==> src/rtl/pipe_skid_reg_if.sv <==
// Valid/ready handshake bundle for the two-entry skid register.
// The master modport is the environment view and the slave modport is the register view.
interface pipe_skid_reg_if #(
  parameter int W = 32
);
  logic         in_valid;
  logic         in_ready;
  logic [W-1:0] in_data;
  logic         out_valid;
  logic         out_ready;
  logic [W-1:0] out_data;
  logic [1:0]   occupancy;

  modport master (
    output in_valid, in_data, out_ready,
    input  in_ready, out_valid, out_data, occupancy
  );

  modport slave (
    input  in_valid, in_data, out_ready,
    output in_ready, out_valid, out_data, occupancy
  );
endinterface

==> src/rtl/pipe_skid_reg.sv <==
// Two-entry skid register: fully registered valid/ready pipeline stage with one-cycle latency.
// in_ready is a registered output, so there is no combinational path from out_ready to in_ready.
module pipe_skid_reg #(
  parameter int           W        = 32,
  parameter logic [W-1:0] RST_DATA = {W{1'b0}}
) (
  input  logic            clk,
  input  logic            rst,
  input  logic            flush,
  pipe_skid_reg_if.slave  bus
);

  typedef enum logic [1:0] {
    EMPTY = 2'd0,
    ONE   = 2'd1,
    TWO   = 2'd2
  } state_t;

  state_t       state_r;
  state_t       state_next_s;
  logic [W-1:0] main_r;
  logic [W-1:0] main_next_s;
  logic [W-1:0] skid_r;
  logic [W-1:0] skid_next_s;
  logic         in_ready_r;
  logic         out_valid_r;
  logic [1:0]   occupancy_r;
  logic [1:0]   occupancy_next_s;
  logic         push_s;
  logic         pop_s;

  assign push_s = bus.in_valid & in_ready_r;
  assign pop_s  = out_valid_r & bus.out_ready;

  // Next-state and data-register selection; flush clears only the valid state.
  always_comb begin
    state_next_s = state_r;
    main_next_s  = main_r;
    skid_next_s  = skid_r;
    if (flush) begin
      state_next_s = EMPTY;
    end else begin
      case (state_r)
        EMPTY: begin
          if (push_s) begin
            main_next_s  = bus.in_data;
            state_next_s = ONE;
          end else begin
            state_next_s = EMPTY;
          end
        end
        ONE: begin
          if (push_s && pop_s) begin
            main_next_s  = bus.in_data;
            state_next_s = ONE;
          end else if (push_s) begin
            skid_next_s  = bus.in_data;
            state_next_s = TWO;
          end else if (pop_s) begin
            state_next_s = EMPTY;
          end else begin
            state_next_s = ONE;
          end
        end
        TWO: begin
          if (pop_s) begin
            main_next_s  = skid_r;
            state_next_s = ONE;
          end else begin
            state_next_s = TWO;
          end
        end
        default: begin
          state_next_s = EMPTY;
        end
      endcase
    end
  end

  // Occupancy encoding of the upcoming state, so the registered count tracks the state.
  always_comb begin
    occupancy_next_s = 2'd0;
    case (state_next_s)
      EMPTY:   occupancy_next_s = 2'd0;
      ONE:     occupancy_next_s = 2'd1;
      TWO:     occupancy_next_s = 2'd2;
      default: occupancy_next_s = 2'd0;
    endcase
  end

  // State, payload and handshake registers; reset forces in_ready low until the first edge.
  always_ff @(posedge clk or negedge rst) begin
    if (!rst) begin
      state_r     <= EMPTY;
      main_r      <= RST_DATA;
      skid_r      <= RST_DATA;
      in_ready_r  <= 1'b0;
      out_valid_r <= 1'b0;
      occupancy_r <= 2'd0;
    end else begin
      state_r     <= state_next_s;
      main_r      <= main_next_s;
      skid_r      <= skid_next_s;
      in_ready_r  <= (state_next_s != TWO);
      out_valid_r <= (state_next_s != EMPTY);
      occupancy_r <= occupancy_next_s;
    end
  end

  assign bus.in_ready  = in_ready_r;
  assign bus.out_valid = out_valid_r;
  assign bus.out_data  = main_r;
  assign bus.occupancy = occupancy_r;

endmodule

==> src/flat_wrapper.sv <==
// flat-port wrapper written by rule: the top's interface ports become plain ports
module pipe_skid_reg_flat 
#(
  parameter int           W        = 32,
  parameter logic [W-1:0] RST_DATA = {W{1'b0}}
)
  (clk, rst, flush, bus_in_valid, bus_in_data, bus_out_ready, bus_in_ready, bus_out_valid, bus_out_data, bus_occupancy);
  pipe_skid_reg_if #(.W(W)) bus_i ();
  input  logic clk;
  input  logic rst;
  input  logic flush;
  input wire logic [$bits(bus_i.in_valid)-1:0] bus_in_valid;
  input wire logic [$bits(bus_i.in_data)-1:0] bus_in_data;
  input wire logic [$bits(bus_i.out_ready)-1:0] bus_out_ready;
  output wire logic [$bits(bus_i.in_ready)-1:0] bus_in_ready;
  output wire logic [$bits(bus_i.out_valid)-1:0] bus_out_valid;
  output wire logic [$bits(bus_i.out_data)-1:0] bus_out_data;
  output wire logic [$bits(bus_i.occupancy)-1:0] bus_occupancy;
  assign bus_i.in_valid = bus_in_valid;
  assign bus_i.in_data = bus_in_data;
  assign bus_i.out_ready = bus_out_ready;
  assign bus_in_ready = bus_i.in_ready;
  assign bus_out_valid = bus_i.out_valid;
  assign bus_out_data = bus_i.out_data;
  assign bus_occupancy = bus_i.occupancy;
  pipe_skid_reg #(.W(W), .RST_DATA(RST_DATA)) u_core (.clk(clk), .rst(rst), .flush(flush), .bus(bus_i));
endmodule
==> config.mk <==
export PLATFORM = sky130hd
export DESIGN_NAME = pipe_skid_reg_flat
export DESIGN_NICKNAME = d
export VERILOG_FILES = /design/src/rtl/pipe_skid_reg_if.sv /design/src/rtl/pipe_skid_reg.sv /design/src/flat_wrapper.sv
export SDC_FILE = /design/constraint.sdc
export NUM_CORES = 1
export LEC_CHECK = 0
export CELL_PAD_IN_SITES_DETAIL_PLACEMENT = 1
export CELL_PAD_IN_SITES_GLOBAL_PLACEMENT = 1
export CORE_ASPECT_RATIO = 0.75
export CORE_UTILIZATION = 44
export CTS_CLUSTER_DIAMETER = 50
export DETAILED_ROUTE_END_ITERATION = 16
export PLACE_DENSITY_LB_ADDON = 0.1
export SYNTH_ARGS = -nofsm -noshare
export SYNTH_HDL_FRONTEND = slang
export SYNTH_SLANG_ARGS = --single-unit
==> constraint.sdc <==
create_clock -name clk -period 4.6 [get_ports clk]
set_clock_uncertainty 0.15 [all_clocks]
set_input_delay 0.92 -clock clk [delete_from_list [all_inputs] [get_ports clk]]
set_output_delay 0.92 -clock clk [all_outputs]
set_load 0.01 [all_outputs]
==> results.toml <==
[outcome]
status = "finished, final reports clean"

[grt]
grt_max_degree = 41
grt_use_total = 0.184
grt_pass1_vias = 2063
gr-total-overflow = 0
grt_first_pass_wirelength_um = 10200
antenna_found_initial = 0

[layout]
nNetsFinal = 311
most-common-layout-cells = "90 x mux2_2, 71 x clkdlybuf4s50_1, 70 x dfrtp_1, 10 x clkbuf_8"
syn2layout_area_growth_pct = 29.9
mostFrequentLayoutCell = "mux2_2"
design_area_um2 = 4090
diodes = 0
fin_cells = 375
finish.utilization = 0.596
layout-drive-gt1-share = 0.437

[clock_tree]
clk_path_buf_depth = 2
post_cts_resized = 0
cts_tree = "done"
cts_setup_buffers = 0
htreeDepth = 3
cts.clk_slew.worst_paths_ns = 0.07
clkLatencyLatePin_ns = 0.35
clock-sinks = 70
cts_root_buffer = "clkbuf_8"
numCtsBuffers = 9
cts_hold_repair.buffers = 0

[logic_synthesis]
synth-simple-area-share = 0.0409
synth_fa_ha_area_frac = 0.00397
synth_area_um2 = 3150
synth_top_family_by_area = "multiplexers"
synth_top_area_cell = "dfrtp_1"
yosysSeqAreaShare = 0.556
yosys.area.top_type_share = 0.556
syn_area_per_cell_um2 = 16.0
yosysWarnings = 0
synth_area_leaders = "dfrtp_1 56%, mux2_2 32%, buf_6 2.1%"
synth-compound-area-share = 0.0179
synth-seq-cells = 70
synth_xor_area_frac = 0
synth.distinct_cells = 26
postSynthCellCount = 197
syn_nets = 235
synth.area.mux_share = 0.347

[routing]
wirelength_um = 6030
dr.pass1.iters = 3
drtIter0Drc = 48
vias = 1860
ant_nets = 0
drc = 0
vias_per_cell = 4.96
wire_per_inst_um = 16.1

[pwr]
p_leak_nw = 1.72
peakVddDrop_uv = 225
p_per_area_nw_per_um2 = 476
total_power_mw = 1.95

[sta]
fin_setup_tns_ns = 0
setup_viol = 0
fin_ws_ns = 1.89
finalCritPeriodShare = 0.590
period_minus_slack_ns = 2.71
hold_slack_ns = 0.341
relSlewSlack = 0.411
max_freq_mhz = 369
maxSlewViolCount = 0
rsz0062_at_grt = "no"
final_hold_viol_count = 0
worstMarginPinSlew_ns = 0.883

[die]
dieHeight_um = 75.3
rows = 26
die_x_um = 99.7
core-area_um2 = 6860
die_area_um2 = 7500
ioPinCount = 73
initial_core_util = 0.459

[placed_design]
gp_congestion = 0.722
dp_hpwl_um = 3980
dpl_cell_area_um2 = 3920
preCtsSetupSlack_ns = 1.52
dp_cells = 360
port_buffers = 72

[setup_path]
reg2reg_from = "u_core.state_r[0]"
worstRegToRegCells = 3
crit_path_cell_trace = "clkdlybuf4s50_1, and2_4, inv_2, a221oi_4, buf_4, mux2_2"
rrSetupSlack_ns = 2.36
critPathArrivalTime_ns = 2.79
start_kind = "input port"
crit_type = "input port to flip-flop"
critPathMaxFanout = 32
slowest_stage = "clkdlybuf4s50_1"
end_kind = "flip-flop"
reg2reg_to = "u_core.bus.out_data[31]"
cp.required_ns = 4.67
slowest_delay_ns = 0.52

[worst_hold_path]
worstHoldStart = "u_core.skid_r[28]"
hold_path_depth = 1
hold_end = "u_core.skid_r[28]"
min_path_type = "flip-flop to flip-flop"

[run]
drv_cap = 0
worst max path at each step:
| stage | from | to |
|---|---|---|
| floorplan | bus_out_ready | u_core.bus.out_data[18] |
| global placement | bus_out_ready | u_core.bus.out_data[19] |
| detailed placement | bus_out_ready | u_core.bus.out_data[13] |
| CTS | bus_out_ready | u_core.bus.out_data[13] |
| global route | bus_out_ready | u_core.bus.out_data[12] |
| finish | bus_out_ready | u_core.bus.out_data[12] |
synthesized netlist by cell type:
master,n
inv_2,1
inv_1,2
buf_6,6
o22ai_1,1
and2_1,2
buf_2,1
mux2_1,3
dfrtp_1,70
nand3_1,1
and2_4,1
a21oi_1,1
nand2_1,1
nand4bb_1,1
ha_1,1
and3_1,1
nand3b_4,1
a221oi_4,1
nor4b_4,1
nand3b_1,1
mux2_4,3
mux2_2,90
buf_4,3
a31o_2,1
a21bo_2,1
nand4b_4,1
nand2b_1,1
cells by family after synthesis:
group	count (synthesis)
muxes	96
DFF	70
buffers and inverters	13
and+or+nand+nor	12
AOI/OAI and AO/OA	5
adders and majority gates	1
layout make-up:
cell class                      instances  area (µm²)
Fill cell                             660        2770
Sequential cell                        70        1750
Multi-Input combinational cell        114        1290
Timing Repair Buffer                   75         738
Clock buffer                           10         138
Tap cell                               98         123
Clock inverter                          5        36.3
Inverter                                3        11.3
worst max-delay path, delay by kind of cell:
kind / cells / cell delay, ns
simple gates: 1 / 0.19
buf+inv: 3 / 1.01
compound gates: 1 / 0.26
mux: 1 / 0.39
metal layers:
layer	routed length [µm]	share of wire	GRT usage
met4	51	0.0085	0.0490
met1	2740	0.45	0.238
met2	2980	0.49	0.298
met3	265	0.044	0.0669
met5	0	0	0
report_power, final:
| part | total (mW) | switching [mW] | leakage (nW) | internal (mW) |
|---|---|---|---|---|
| Sequential | 0.942 | 0.112 | 0.843 | 0.830 |
| Clock | 0.434 | 0.228 | 0.0804 | 0.207 |
| Combinational | 0.570 | 0.190 | 0.801 | 0.381 |
flip-flops by register name (all words and copies together), names as in the netlist:
| name | count |
|---|---|
| u_core.bus.out_valid | 1 |
| u_core.skid_r | 32 |
| u_core.bus.out_data | 32 |
| u_core.bus.occupancy | 2 |
| u_core.bus.in_ready | 1 |
| u_core.state_r | 2 |
Power figures use the tool's default switching activity.
==> patch, RTL diff (config.mk and constraints unchanged) <==
`W` is set to 32 in 3 places; all go to 48.
--- a/src/rtl/pipe_skid_reg_if.sv
+++ b/src/rtl/pipe_skid_reg_if.sv
@@ -2,5 +2,5 @@
 // The master modport is the environment view and the slave modport is the register view.
 interface pipe_skid_reg_if #(
-  parameter int W = 32
+  parameter int W = 48
 );
   logic         in_valid;
--- a/src/rtl/pipe_skid_reg.sv
+++ b/src/rtl/pipe_skid_reg.sv
@@ -2,5 +2,5 @@
 // in_ready is a registered output, so there is no combinational path from out_ready to in_ready.
 module pipe_skid_reg #(
-  parameter int           W        = 32,
+  parameter int           W        = 48,
   parameter logic [W-1:0] RST_DATA = {W{1'b0}}
 ) (
--- a/src/flat_wrapper.sv
+++ b/src/flat_wrapper.sv
@@ -2,5 +2,5 @@
 module pipe_skid_reg_flat 
 #(
-  parameter int           W        = 32,
+  parameter int           W        = 48,
   parameter logic [W-1:0] RST_DATA = {W{1'b0}}
 )
Ports: changed (resized bus_in_data and bus_out_data); port bits go from 73 to 105. No check against the original RTL was run, so the function may have changed too.
==> patch against the original RTL <==
  * Final area is 46% higher
  * Sequential cell count is 32 higher
  * Non-clock buffer count is 35 higher
  * Sequential share of layout area is 0.12 points lower
  * Setup slack worse by 0.018 ns
  * Power is 52% higher
  * Synthesized area is 46% higher
  * Routed wire length is 64% higher
  * Worst hold slack worse by 0.018 ns
  * Critical endpoint unchanged
  * Largest cell class unchanged
  * Largest power group unchanged
==> patch: results (changes against the original RTL) <==
- The fraction of the yosys area taken by sequential cells is 55.7% (was 55.6%).
- The net count of the mapped netlist is 343 (was 235).
- Status: complete, no violations (unchanged).
- The buffer type at the clock tree root is clkbuf_16 (was clkbuf_8).
- Synth area leaders: dfrtp_1 (56%), mux2_2 (16%), mux2_1 (12%) (was dfrtp_1 (56%), mux2_2 (32%), buf_6 (2.1%)).
- The routing usage on met2 came to 34.6% (was 29.8%).
- The worst-path maximum fanout was 19 (was 32).
- The final RePlAce weighted congestion came to 0.759 (was 0.722).
- The cell area reported after detailed placement is 0.00570 mm^2 (was 0.00392 mm^2).
- The number of inserted diodes came to 0 (unchanged).
- The delay contributed by the slowest stage of the critical path is 0.45 ns (was 0.52 ns).
- The depth of the worst register-to-register path came to 4 (was 3).
- The placed wire-length estimate after detailed placement is 6.43 mm (was 3.98 mm).
- The endpoint arrival time on the critical path is 2.81 ns (was 2.79 ns).
- The global routing usage on met3 is 6.38% (was 6.69%).
- The worst setup timing slack at the placement stage is 1.50 ns (was 1.52 ns).
- The worst hold-check slack is 0.323 ns (was 0.341 ns).
- The worst reg-to-reg setup slack is 2.08 ns (was 2.36 ns).
- The overall fraction of global-route tracks in use was 20.0% (was 18.4%).
- The share of post-route cells with drive strength above 1 is 30.1% (was 43.7%).
- The routed wirelength normalized by instance count is 18.7 um (was 16.1 um).
- The number of nets in the layout is 448 (was 311).
- The number of global-route vias before repair is 3073 (was 2063).
- The count of unique library cells instantiated by Yosys is 21 (was 26).
- The count of port buffers added during placement is 104 (was 72).
- The global routing met1 resource utilization is 23.6% (was 23.8%).
- The detailed-routing iteration count for the pre-antenna-repair pass is 4 (was 3).
- The detailed-route vias per instance came to 5.07 (was 4.96).
- The share of the cycle needed by the critical path after routing is 59.4% (was 59.0%).
- The startpoint of the most critical setup path is bus_in_valid (was bus_out_ready).
- The endpoint of the worst-slack reg-to-reg timing path is u_core.bus.out_data[46]$_DFFE_PN0P_ (was u_core.bus.out_data[31]$_DFFE_PN0P_).
- Top cells by count, synth: dfrtp_1 (102), mux2_2 (66), mux2_1 (48), mux2_4 (30), buf_6 (9) (was mux2_2 (90), dfrtp_1 (70), buf_6 (6)).
- The largest net degree at the start of global routing is 49 (was 41).
- The highest ir drop seen on vdd is 0.239 mV (was 0.225 mV).
- The global-route wire length before repair is 16.3 mm (was 10.2 mm).
## patch: cell types whose count changed in the layout (fill, tap and decap cells not counted), sizes merged, moves of 3 or more
cell,change
nor2,+4
dfrtp,+32
mux2,+48
buf,+3
clkdlybuf4s50,+32
a21oi,+6
clkinvlp,-3
## patch: area by class of cell
class	instances	area [um^2]
clock buffer	11	243
clock inverter	2	35.0
fill	939	3910
inverter	1	3.75
multi-input combinational	170	1890
sequential	102	2550
tap	132	165
timing repair buffer	110	1080
## patch: through the flow
step           power [mW]  cells  utilization (%)
6_report             2.95    528             60.4
5_1_grt              3.11    528             60.4
4_1_cts              2.99    528             60.4
3_5_place_dp         2.23    515             57.6
3_3_place_gp         2.18    515             57.6
2_1_floorplan        1.78    289                -
## patch: per-layer routing
metal / routed length (um) / up-vias
met5: 0 / -
met4: 146 / 0
met3: 564 / 12
met2: 5090 / 63
met1: 4080 / 1368
li1: - / 1233
## patch: cells by family (layout without fill, tap and decap cells)
group                      after synthesis  count (layout)  synth area share, %
buffers and inverters                   17             124                 3.11
and+or+nand+nor                         16              16                 2.07
AOI/OAI and AO/OA                        9               9                 1.04
muxes                                  144             144                 37.8
adders and majority gates                1               1                0.273
DFF                                    102             102                 55.7
## patch: where the power goes
group	internal, mW	total, mW	switching [mW]
Clock	0.427	0.736	0.309
Combinational	0.549	0.847	0.297
Sequential	1.20	1.37	0.165
Total	2.18	2.95	0.772
